`src/rtl/dualram_fifo_ctrl.sv`:
```
// FIFO controller that drives an external 16x8 asynchronous dual-port RAM.
// It keeps wrap-bit pointers, registers the RAM read data, and reports status and error pulses.
module dualram_fifo_ctrl #(
    parameter int ADDR_WIDTH = 4,
    parameter int DEPTH      = 16,
    parameter int DATA_WIDTH = 8
) (
    input  logic                  clk,
    input  logic                  rst,
    input  logic                  push,
    input  logic [DATA_WIDTH-1:0] push_data,
    input  logic                  pop,
    output logic [DATA_WIDTH-1:0] pop_data,
    output logic                  pop_valid,
    output logic                  full,
    output logic                  empty,
    output logic [ADDR_WIDTH:0]   count,
    output logic                  overflow,
    output logic                  underflow,
    output logic                  ram_cs,
    output logic                  ram_rst,
    output logic                  ram_wr_enb,
    output logic [ADDR_WIDTH-1:0] ram_wr_addr,
    output logic [DATA_WIDTH-1:0] ram_wr_data,
    output logic                  ram_rd_enb,
    output logic [ADDR_WIDTH-1:0] ram_rd_addr,
    input  logic [DATA_WIDTH-1:0] ram_rd_data
);

    localparam int PW = ADDR_WIDTH + 1;

    if (DEPTH != (2 ** ADDR_WIDTH)) begin : g_bad_depth
        $error("dualram_fifo_ctrl: DEPTH must equal 2**ADDR_WIDTH");
    end

    logic [PW-1:0]         wr_ptr_q, wr_ptr_d;
    logic [PW-1:0]         rd_ptr_q, rd_ptr_d;
    logic [DATA_WIDTH-1:0] pop_data_q, pop_data_d;
    logic                  pop_valid_q, pop_valid_d;
    logic                  overflow_q, overflow_d;
    logic                  underflow_q, underflow_d;

    logic full_s, empty_s;
    logic push_acc, pop_acc;

    // Status derived purely from the registered pointers.
    always_comb begin
        empty_s = (wr_ptr_q == rd_ptr_q);
        full_s  = (wr_ptr_q[PW-1] != rd_ptr_q[PW-1]) &&
                  (wr_ptr_q[ADDR_WIDTH-1:0] == rd_ptr_q[ADDR_WIDTH-1:0]);
    end

    // When full, only the pop is taken; when empty, only the push is taken.
    always_comb begin
        push_acc = push & ~full_s;
        pop_acc  = pop & ~empty_s;
    end

    always_comb begin
        wr_ptr_d    = wr_ptr_q + PW'(push_acc);
        rd_ptr_d    = rd_ptr_q + PW'(pop_acc);
        pop_data_d  = pop_data_q;
        pop_valid_d = pop_acc;
        if (pop_acc) begin
            pop_data_d = ram_rd_data;
        end
        overflow_d  = push & ~push_acc;
        underflow_d = pop & ~pop_acc;
    end

    always_ff @(posedge clk) begin
        if (rst) begin
            wr_ptr_q    <= '0;
            rd_ptr_q    <= '0;
            pop_data_q  <= '0;
            pop_valid_q <= 1'b0;
            overflow_q  <= 1'b0;
            underflow_q <= 1'b0;
        end else begin
            wr_ptr_q    <= wr_ptr_d;
            rd_ptr_q    <= rd_ptr_d;
            pop_data_q  <= pop_data_d;
            pop_valid_q <= pop_valid_d;
            overflow_q  <= overflow_d;
            underflow_q <= underflow_d;
        end
    end

    // RAM strobes are gated by reset so the RAM never sees a stray access.
    always_comb begin
        ram_rst     = rst;
        ram_cs      = ~rst;
        ram_wr_enb  = push_acc & ~rst;
        ram_wr_addr = wr_ptr_q[ADDR_WIDTH-1:0];
        ram_wr_data = push_data;
        ram_rd_enb  = pop_acc & ~rst;
        ram_rd_addr = rd_ptr_q[ADDR_WIDTH-1:0];
    end

    always_comb begin
        pop_data  = pop_data_q;
        pop_valid = pop_valid_q;
        overflow  = overflow_q;
        underflow = underflow_q;
        full      = full_s;
        empty     = empty_s;
        count     = wr_ptr_q - rd_ptr_q;
    end

endmodule
```
`config.mk`:
```
export PLATFORM = sky130hd
export DESIGN_NAME = dualram_fifo_ctrl
export DESIGN_NICKNAME = d
export VERILOG_FILES = /design/src/rtl/dualram_fifo_ctrl.sv
export SDC_FILE = /design/constraint.sdc
export NUM_CORES = 1
export LEC_CHECK = 0
export CORE_MARGIN = 2
export CORE_UTILIZATION = 39
export DETAILED_ROUTE_END_ITERATION = 6
export PLACE_DENSITY = 0.76
export SLEW_MARGIN = 10
export SYNTH_ARGS = -nofsm -noshare
export SYNTH_HDL_FRONTEND = slang
export SYNTH_SLANG_ARGS = --single-unit
```
`constraint.sdc`:
```
create_clock -name clk -period 2.3 [get_ports clk]
set_input_delay 0.46 -clock clk [delete_from_list [all_inputs] [get_ports clk]]
set_output_delay 0.46 -clock clk [all_outputs]
set_load 0.02 [all_outputs]
```
Yosys cells after proc, flatten, opt, wreduce, memory -nomap -nowiden --
Index checks and enable logic that the tools add are counted.
Storage, ports and cells: bits in registers 21, output and inout bits 38, word-level logic and storage cells 24
Operators by class: add/subtract/negate cells 3, equality and inequality tests 3, bitwise logic cells 11, reduce and logical (&&, ||, !) cells 1
Operators with widths (count):
- 5-bit by 1-bit adder with 5-bit output | 2
- 1-bit bitwise AND | 6
- 5-bit == test | 1
- 1-bit NOT | 5
- 5-bit subtractor | 1
- 4-bit == test | 1
- 1-bit logical AND | 1
- 1-bit inequality test | 1

Depth between registers and ports, before layout --
Gate-level depths: netlist (run 1).
depth in word-level cells 6, depth in mapped cells 11, gate-level depth less buffers 10

Least setup slack after synthesis (run 1) --
OpenSTA, ideal clock, no wires.
kind reg2out, from register rd_ptr_q[2], to output port ram_wr_enb, arrival time 1697 ps, required time 1840 ps, path slack 143 ps, stages on the path, launching flop included 6, buffers on the path 0, path through dfxtp_1 -> inv_1 -> ha_1 -> nand4_1 -> and2b_2 -> nor3b_1
On the way: cells in the longest elaborated chain, start to end 5
Ends and longest elaborated chain:
- start: declaration | line 37 | logic [PW-1:0] rd_ptr_q, rd_ptr_d;
- start signal: assignment | line 81 | rd_ptr_q <= rd_ptr_d;
- 4-bit == test | line 50 | (wr_ptr_q[ADDR_WIDTH-1:0] == rd_ptr_q[ADDR_WIDTH-1:0]);
- 1-bit logical AND | line 49 | full_s = (wr_ptr_q[PW-1] != rd_ptr_q[PW-1]) &&
- named net full | line 15 | output logic full,
- 1-bit NOT | line 55 | push_acc = push & ~full_s;
- 1-bit bitwise AND | line 55
- 1-bit bitwise AND | line 93 | ram_wr_enb = push_acc & ~rst;
- end: declaration | line 22 | output logic ram_wr_enb,
The timed path passes the listed nets, and every way through them passes these cells.

Worst setup path in the final report (run 1) --
from register wr_ptr_q[0], to output port count[4]
On the way: cells in the longest elaborated chain, start to end 1
Ends and longest elaborated chain:
- start: declaration | line 36 | logic [PW-1:0] wr_ptr_q, wr_ptr_d;
- start signal: assignment | line 80 | wr_ptr_q <= wr_ptr_d;
- 5-bit subtractor | line 107 | count = wr_ptr_q - rd_ptr_q;
- end: declaration | line 17 | output logic [ADDR_WIDTH:0] count,
No other way between the ends.

==> impl_results.md, run 1 <==
- Max Fclk: around 0.45 GHz
- Netlist Area Pre-Place: 1090 sq um
- Rows: 19
- Wire per inst: 11.6 um
- Met3 Resource Use GR: under 10%
- CTS max path bufs: 2
- Min Tclk post-route: 2210 ps
- ANT nets after route: 0
- Top Ports: 58
- # H-tree levels: 1
- Final Cycle Share: around 96%
- Max-slew violations: 0
- Crit path max fanout: 2
- Crit-path slowest cell: fa_2
- Slew margin rel.: between 70% and 80%
- Seq/Total Area, Yosys: between 30% and 40%
- # clock sinks: 21
- Core area: around 2700 sq um
- Lkg Pwr: ~0.74 nW
- Placed cells: 186
- Share of layout cells above drive strength 1: 26.4%
- Clk_lat worst skew: 290 ps
- Met1 GRT Util: between 10% and 20%
- Vias in the first global route: 880
- Post-Route WL: between 2000 and 2500 um
- Crit Path Category: reg -> out
- Synthesized flop and latch total: 21
- Worst slew pin tran: approximately 300 ps
- I/O Buffers: 41
- Grt met2 use: 23.8%
- Detailed Route Iter0 Violations: 10
- Pwr Density: a little over 700 nW/um^2
- Synth warnings: 0
- Syn nets: between 100 and 150
- Die ar.: roughly 3200 sq um
- GR Util All Layers: between 10 and 15%
- Most Frequent Cell on Critical Path: inv_2
- Root Driver: clkbuf_4
- Syn_area_per_cell: around 9.5 sq um
- Worst EP arrival: ~1800 ps
- Busiest grt layer: met2
- Largest net degree at the start of global routing: 19
- CP bufs+invs: 3
- Post-synthesis cell type count: 21
- Placed cell areas: 1540 sq um
- Worst Skew: about 1.4 ps
- Crit-path cells: inv_2 -> ha_4 -> fa_2 -> inv_2 -> a21o_1 -> a21oi_2 -> xor2_1 -> buf_4
- Worst Path Required: between 1500 and 2000 ps
- Routed vias/inst: around 4.6
- Placer Congestion: 0.789
- TritonCTS buffer count: 3
- Largest stage delay on the critical path: about 370 ps
- Reg-to-reg slack, setup: around 280 ps
- First-pass GRT wire length: around 3600 um
- Status: complete, no violations
- Diode count: 0
- DP Wirelength: approximately 1800 um
- Crit path max-delay family: adder cells
- Hold Path Class: reg -> reg
- Final non-filler cell area: approximately 1600 sq um
- Die W: roughly 57 um
- Drt drc: 0
- CTS tree: done
- Clock transition at path regs: roughly 110 ps
- Initial antenna violation count: 0
- Via count: about 870
- Setup violations, final: 0
- Worst IR Drop VDD: 482 uV
- Setup bufs post-CTS: 0
- DR pass1 iterations: 4
- Crit start category: register
- Initial core utilization: ~40%
- Die H: approximately 57 um
- Max-cap viol count: 0
- Hold Vio Cnt, Final: 0
- Final Util: 57.5%
- Syn Inst Count: around 120
- GRT overflow: 0
- Area Overhead vs Synth: 42.4%
- Worst setup EP type: output pin
- Final Instance Count excl. Fillers: 190
- Layout net count: between 150 and 200
-- layer usage --
metal | part of all wire [%] | vias up
met3 | 11 | 4
met1 | 39 | 387
met2 | 49 | 42
li1 | - | 439
met5 | 0 | -
met4 | 1.0 | 0
-- path summary, 6_finish.rpt --
kind	start	endpoint	cells past startpoint
worst max register to register	rd_ptr_q[3]	wr_ptr_q[4]	11
worst max-delay path	wr_ptr_q[0]	count[4]	8
worst min register to register	pop_data[1]	pop_data[1]	2
worst min-delay path	pop_data[1]	pop_data[1]	2
-- sequential cells by signal, summed over array words and instances, names as in the netlist --
name / flops
pop_data: 8
overflow: 1
underflow: 1
rd_ptr_q: 5
pop_valid: 1
wr_ptr_q: 5
-- synth_stat cells (all sizes together) --
cell type / count / share of area (%)
and3: 2 / 1.1
and2b: 1 / 0.80
clkbuf: 2 / 0.69
nor3b: 3 / 2.1
o21ai: 1 / 0.80
inv: 11 / 3.8
nand3: 4 / 1.8
fa: 1 / 1.8
nand4: 1 / 0.57
nor2b: 5 / 2.9
xor2: 5 / 4.7
mux2i: 8 / 7.3
a21oi: 2 / 0.91
dfxtp: 21 / 38
xnor2: 5 / 4.0
buf: 18 / 13
ha: 8 / 9.1
nor2: 15 / 5.1
a21o: 2 / 1.4
-- where the power goes --
group / internal (W) / switching (W)
clock: 0.0000674 / 0.000102
sequential: 0.000399 / 0.0000201
combinational: 0.000258 / 0.000251
-- logic make-up after synthesis --
family                   share of synthesized area, %
buffers and inverters                            17.1
AND/OR/NAND/NOR                                  14.4
flip-flops                                       38.4
XOR/XNOR                                         8.69
adder cells (fa/ha/maj)                          11.0
multiplexers                                     7.31
AO/OA/AOI/OAI                                    3.09
-- final cells by class --
cell class                      instances  area, sq um
Sequential cell                        21          425
Timing Repair Buffer                   60          519
Clock buffer                            4         26.3
Fill cell                             257         1150
Multi-Input combinational cell         63          508
Inverter                               11         41.3
Tap cell                               31         38.8
-- worst register-to-register path, cell delays in order (launching register included) --
cell and delay [ps]:
dfxtp_2 340, inv_1 50, ha_1 290, nand4_1 130, and2b_2 240, buf_4 140, nor2b_1 110, ha_1 170
ha_1 180, nand3_1 100, xor2_1 140, nor2_1 50
-- per-stage QoR --
stage | setup TNS, ps | total power, W | hold WS, ps | setup WS, ps
after floorplan | 0 | 0.000731 | 529 | 143
after global placement | -53.8 | 0.000931 | 474 | -53.8
after detailed placement | -191 | 0.000946 | 493 | -129
after CTS | 0 | 0.00110 | 525 | 2.69
after global routing | -2.09 | 0.00117 | 544 | -2.09
final | 0 | 0.00110 | 512 | 91.5
-- placed cells by master (no fill, tap or decap) --
| cell | netlist | final |
|---|---|---|
| a21o_1 | 2 | 2 |
| a21oi_1 | 2 | 1 |
| a21oi_2 | 0 | 1 |
| and2b_2 | 1 | 1 |
| and3_1 | 2 | 2 |
| buf_2 | 0 | 3 |
| buf_4 | 17 | 20 |
| clkbuf_1 | 2 | 1 |
| clkbuf_2 | 0 | 3 |
| clkbuf_4 | 0 | 3 |
| clkdlybuf4s50_1 | 0 | 33 |
| dfxtp_1 | 21 | 17 |
| dfxtp_2 | 0 | 4 |
| dlygate4sd2_1 | 0 | 1 |
| fa_2 | 0 | 1 |
| ha_1 | 8 | 7 |
| ha_4 | 0 | 1 |
| inv_1 | 11 | 9 |
| inv_2 | 0 | 2 |
| mux2i_1 | 8 | 8 |
| nand3_1 | 4 | 4 |
| nand4_1 | 1 | 1 |
| nor2_1 | 15 | 14 |
| nor2_2 | 0 | 1 |
| nor2b_1 | 5 | 5 |
| nor3b_1 | 3 | 3 |
| o21ai_2 | 1 | 1 |
| xnor2_1 | 5 | 5 |
| xor2_1 | 4 | 4 |
| xor2_2 | 1 | 1 |
-- what timing repair did --
item	4_1_cts	5_1_grt
hold buffers	0	0
pin swaps	0	3
gates resized for setup	26	16
setup endpoints to repair	8	6
endpoints found under the hold margin	0	0
(Power assumes the default switching activity.)
==> run 2: changes to the inputs <==
- CORE_ASPECT_RATIO: unset -> 0.75
==> run 2 against run 1 <==
  * Final area grew 1.4%
  * Largest cell class unchanged
  * Via count is 3.2% lower
  * Hold slack worse by 3.2 ps
  * Utilization is 2.3 points higher
  * Clock skew rose by 5.4 ps
  * Clock power increased by 42%
  * Sequential power fell by 1%
  * Setup slack worse by 18 ps
  * Critical path type unchanged
  * Combinational power down 2%
  * Highest routed layer unchanged
  * Largest power group unchanged
==> impl_results.md, run 2 (synthesis gave the netlist of run 1 again) <==
- Status: complete, no violations
- Setup bufs post-CTS: 0 (unchanged)
- # H-tree levels: 1 (unchanged)
- Multi-input gate area: 500 sq um (-1.5%)
- Hold WS: 509 ps (-3.16 ps)
- Via count: 844 (-3.2%)
- Post-Route WL: 2280 um (+3.0%)
- Top Ports: 58 (unchanged)
- Setup violations, final: 0 (unchanged)
- Share of layout cells above drive strength 1: 23.3% (-3.1 points)
- DP Wirelength: 1760 um (-0.41%)
- ANT nets after route: 0 (unchanged)
- I/O Buffers: 41 (unchanged)
- Die W: 65.2 um (+14%)
- Register Area: 422 sq um (-0.88%)
- Crit Path Category: reg -> out
- Net Sw Frac: 33.3% (-0.71 points)
- Commonest non-fill, non-tap cells in the layout: clkdlybuf4s50_1 (33), buf_4 (20), dfxtp_1 (20)
- Core area: 2640 sq um (-2.5%)
- Sw Pwr: 0.000384 W (+2.9%)
- Setup TNS: 0 ps (unchanged)
- Clock transition at path regs: 80 ps (-30 ps)
- DR pass1 iterations: 4 (unchanged)
- Slew margin rel.: 81.4% (+1.6 points)
- Die ar.: 3250 sq um (+0.15%)
- Worst slew pin tran: 278 ps (-24.1 ps)
- Crit start category: register
- Area Overhead vs Synth: 44.5%
- Combinational Power Share: 43.2% (-3.1 points)
- # clock sinks: 21 (unchanged)
- Final Instance Count excl. Fillers: 195 (+2.6%)
- Rows: 16 (-3)
- Final Util: 59.8% (+2.3 points)
- TritonCTS buffer count: 3 (unchanged)
- CTS max path bufs: 2 (unchanged)
- Max FFs per register: 8 (unchanged)
- Wire per inst: 11.7 um (+0.34%)
- Initial antenna violation count: 0 (unchanged)
- Crit path max fanout: 2 (unchanged)
- Initial core utilization: 41.4% (+1.0 points)
- Max Fclk: 0.449 GHz (-0.79%)
- GRT overflow: 0 (unchanged)
- Detailed Route Iter0 Violations: 13 (+3)
- Worst Path Required: 1840 ps (about the same)
- Worst Hold Path Cells: 2 (unchanged)
- CTS tree: done
- Worst IR Drop VDD: 346 uV (-28%)
- Fill cells: 238 (-7.4%)
- Pint: 0.000769 W (+6.2%)
- Clock power frac: 20.8% (+5.4 points)
- Vias in the first global route: 853 (-3.1%)
- Worst Skew: 6.81 ps (+5.42 ps)
- Diode count: 0 (unchanged)
- RSZ-0062 raised after global routing: true
- Layout net count: 189 (unchanged)
- GR Util All Layers: 15.1% (+1.1 points)
- Max-slew violations: 0 (unchanged)
- Min Tclk post-route: 2230 ps (+17.6 ps)
- Hold Path Class: reg -> reg
- Commonest non-fill, non-tap cell in the layout: clkdlybuf4s50_1
- Total Power: 0.00115 W (+5.1%)
- Seq pwr share: 36.0% (-2.2 points)
- Lkg Pwr: 0.750 nW (+1.3%)
- Pwr Density: 729 nW/um^2 (+3.6%)
- Worst setup EP type: output pin
- Routed vias/inst: 4.33 (-5.7%)
- Die H: 49.9 um (-12%)
- Final Cycle Share: 96.8% (+0.76 points)
- Placed cells: 191 (+2.7%)
- Hold Vio Cnt, Final: 0 (unchanged)
- Drt drc: 0 (unchanged)
- Placer Congestion: 0.813 (+3.0%)
- Max-cap viol count: 0 (unchanged)
- Largest net degree at the start of global routing: 19 (unchanged)
- First-pass GRT wire length: 3750 um (+3.0%)
- Worst EP arrival: 1770 ps (+20 ps)
- Root Driver: clkbuf_8
- R2R cell count: 11 (unchanged)
- Clk_lat worst skew: 260 ps (-30 ps)
[run 2: cell types whose count changed in the layout (fill, tap and decap cells not counted), sizes merged]
cell	previous run	this run
clkbuf	7	5
clkinv	0	1
buf	23	22
dlygate4sd2	1	3
[run 2: worst paths after layout]
kind | start | end | slack (ps)
worst max-delay path | wr_ptr_q[0] | count[4] | 70
worst min-delay path | pop_data[5] | pop_data[5] | 510
worst max register to register | rd_ptr_q[3] | wr_ptr_q[4] | 190
worst min register to register | pop_data[5] | pop_data[5] | 510
[run 2: layer usage]
metal	GRT usage (%)	vias to the layer above	wire, um
li1	-	437	-
met1	18.7	376	1050
met2	23.6	27	1050
met3	4.79	4	154
met4	6.94	0	26
met5	0	-	0
[run 2: layout make-up]
type / instances / area share [%]
repair buffers: 60 / 33.3
clock inverters: 1 / 0.316
multi-input cells: 63 / 31.6
inverters: 11 / 2.61
flip-flops and latches: 21 / 26.7
clock buffers: 3 / 2.61
well taps: 36 / 2.85
[run 2: stage by stage]
step / setup WS [ps] / instance area, sq um
after floorplan: 143 / 1090
after global placement: -60.2 / 1550
after detailed placement: -167 / 1550
after CTS: 5.08 / 1590
after global routing: -61.3 / 1580
final: 73.9 / 1580
[run 2: critical path, cell delays in order, from the launching register on]
cell	delay (ps)
dfxtp_1	330
inv_1	50
ha_1	220
fa_2	350
inv_1	60
a21o_1	120
a21oi_2	60
xor2_1	150
buf_4	170
[run 2: what timing repair did]
action	CTS	global route
hold buffers	0	0
pin swaps	0	1
cloned	0	0
hold endpoints to repair	0	0
resized for setup	18	13
setup endpoints to repair	8	7
[run 2: power groups by stage]
stage | logic (W) | clock network [W] | registers, W
after floorplan | 0.000277 | 0 | 0.000454
after global placement | 0.000509 | 0 | 0.000422
after detailed placement | 0.000521 | 0 | 0.000423
after CTS | 0.000503 | 0.000251 | 0.000415
after global routing | 0.000542 | 0.000263 | 0.000419
final | 0.000498 | 0.000240 | 0.000415
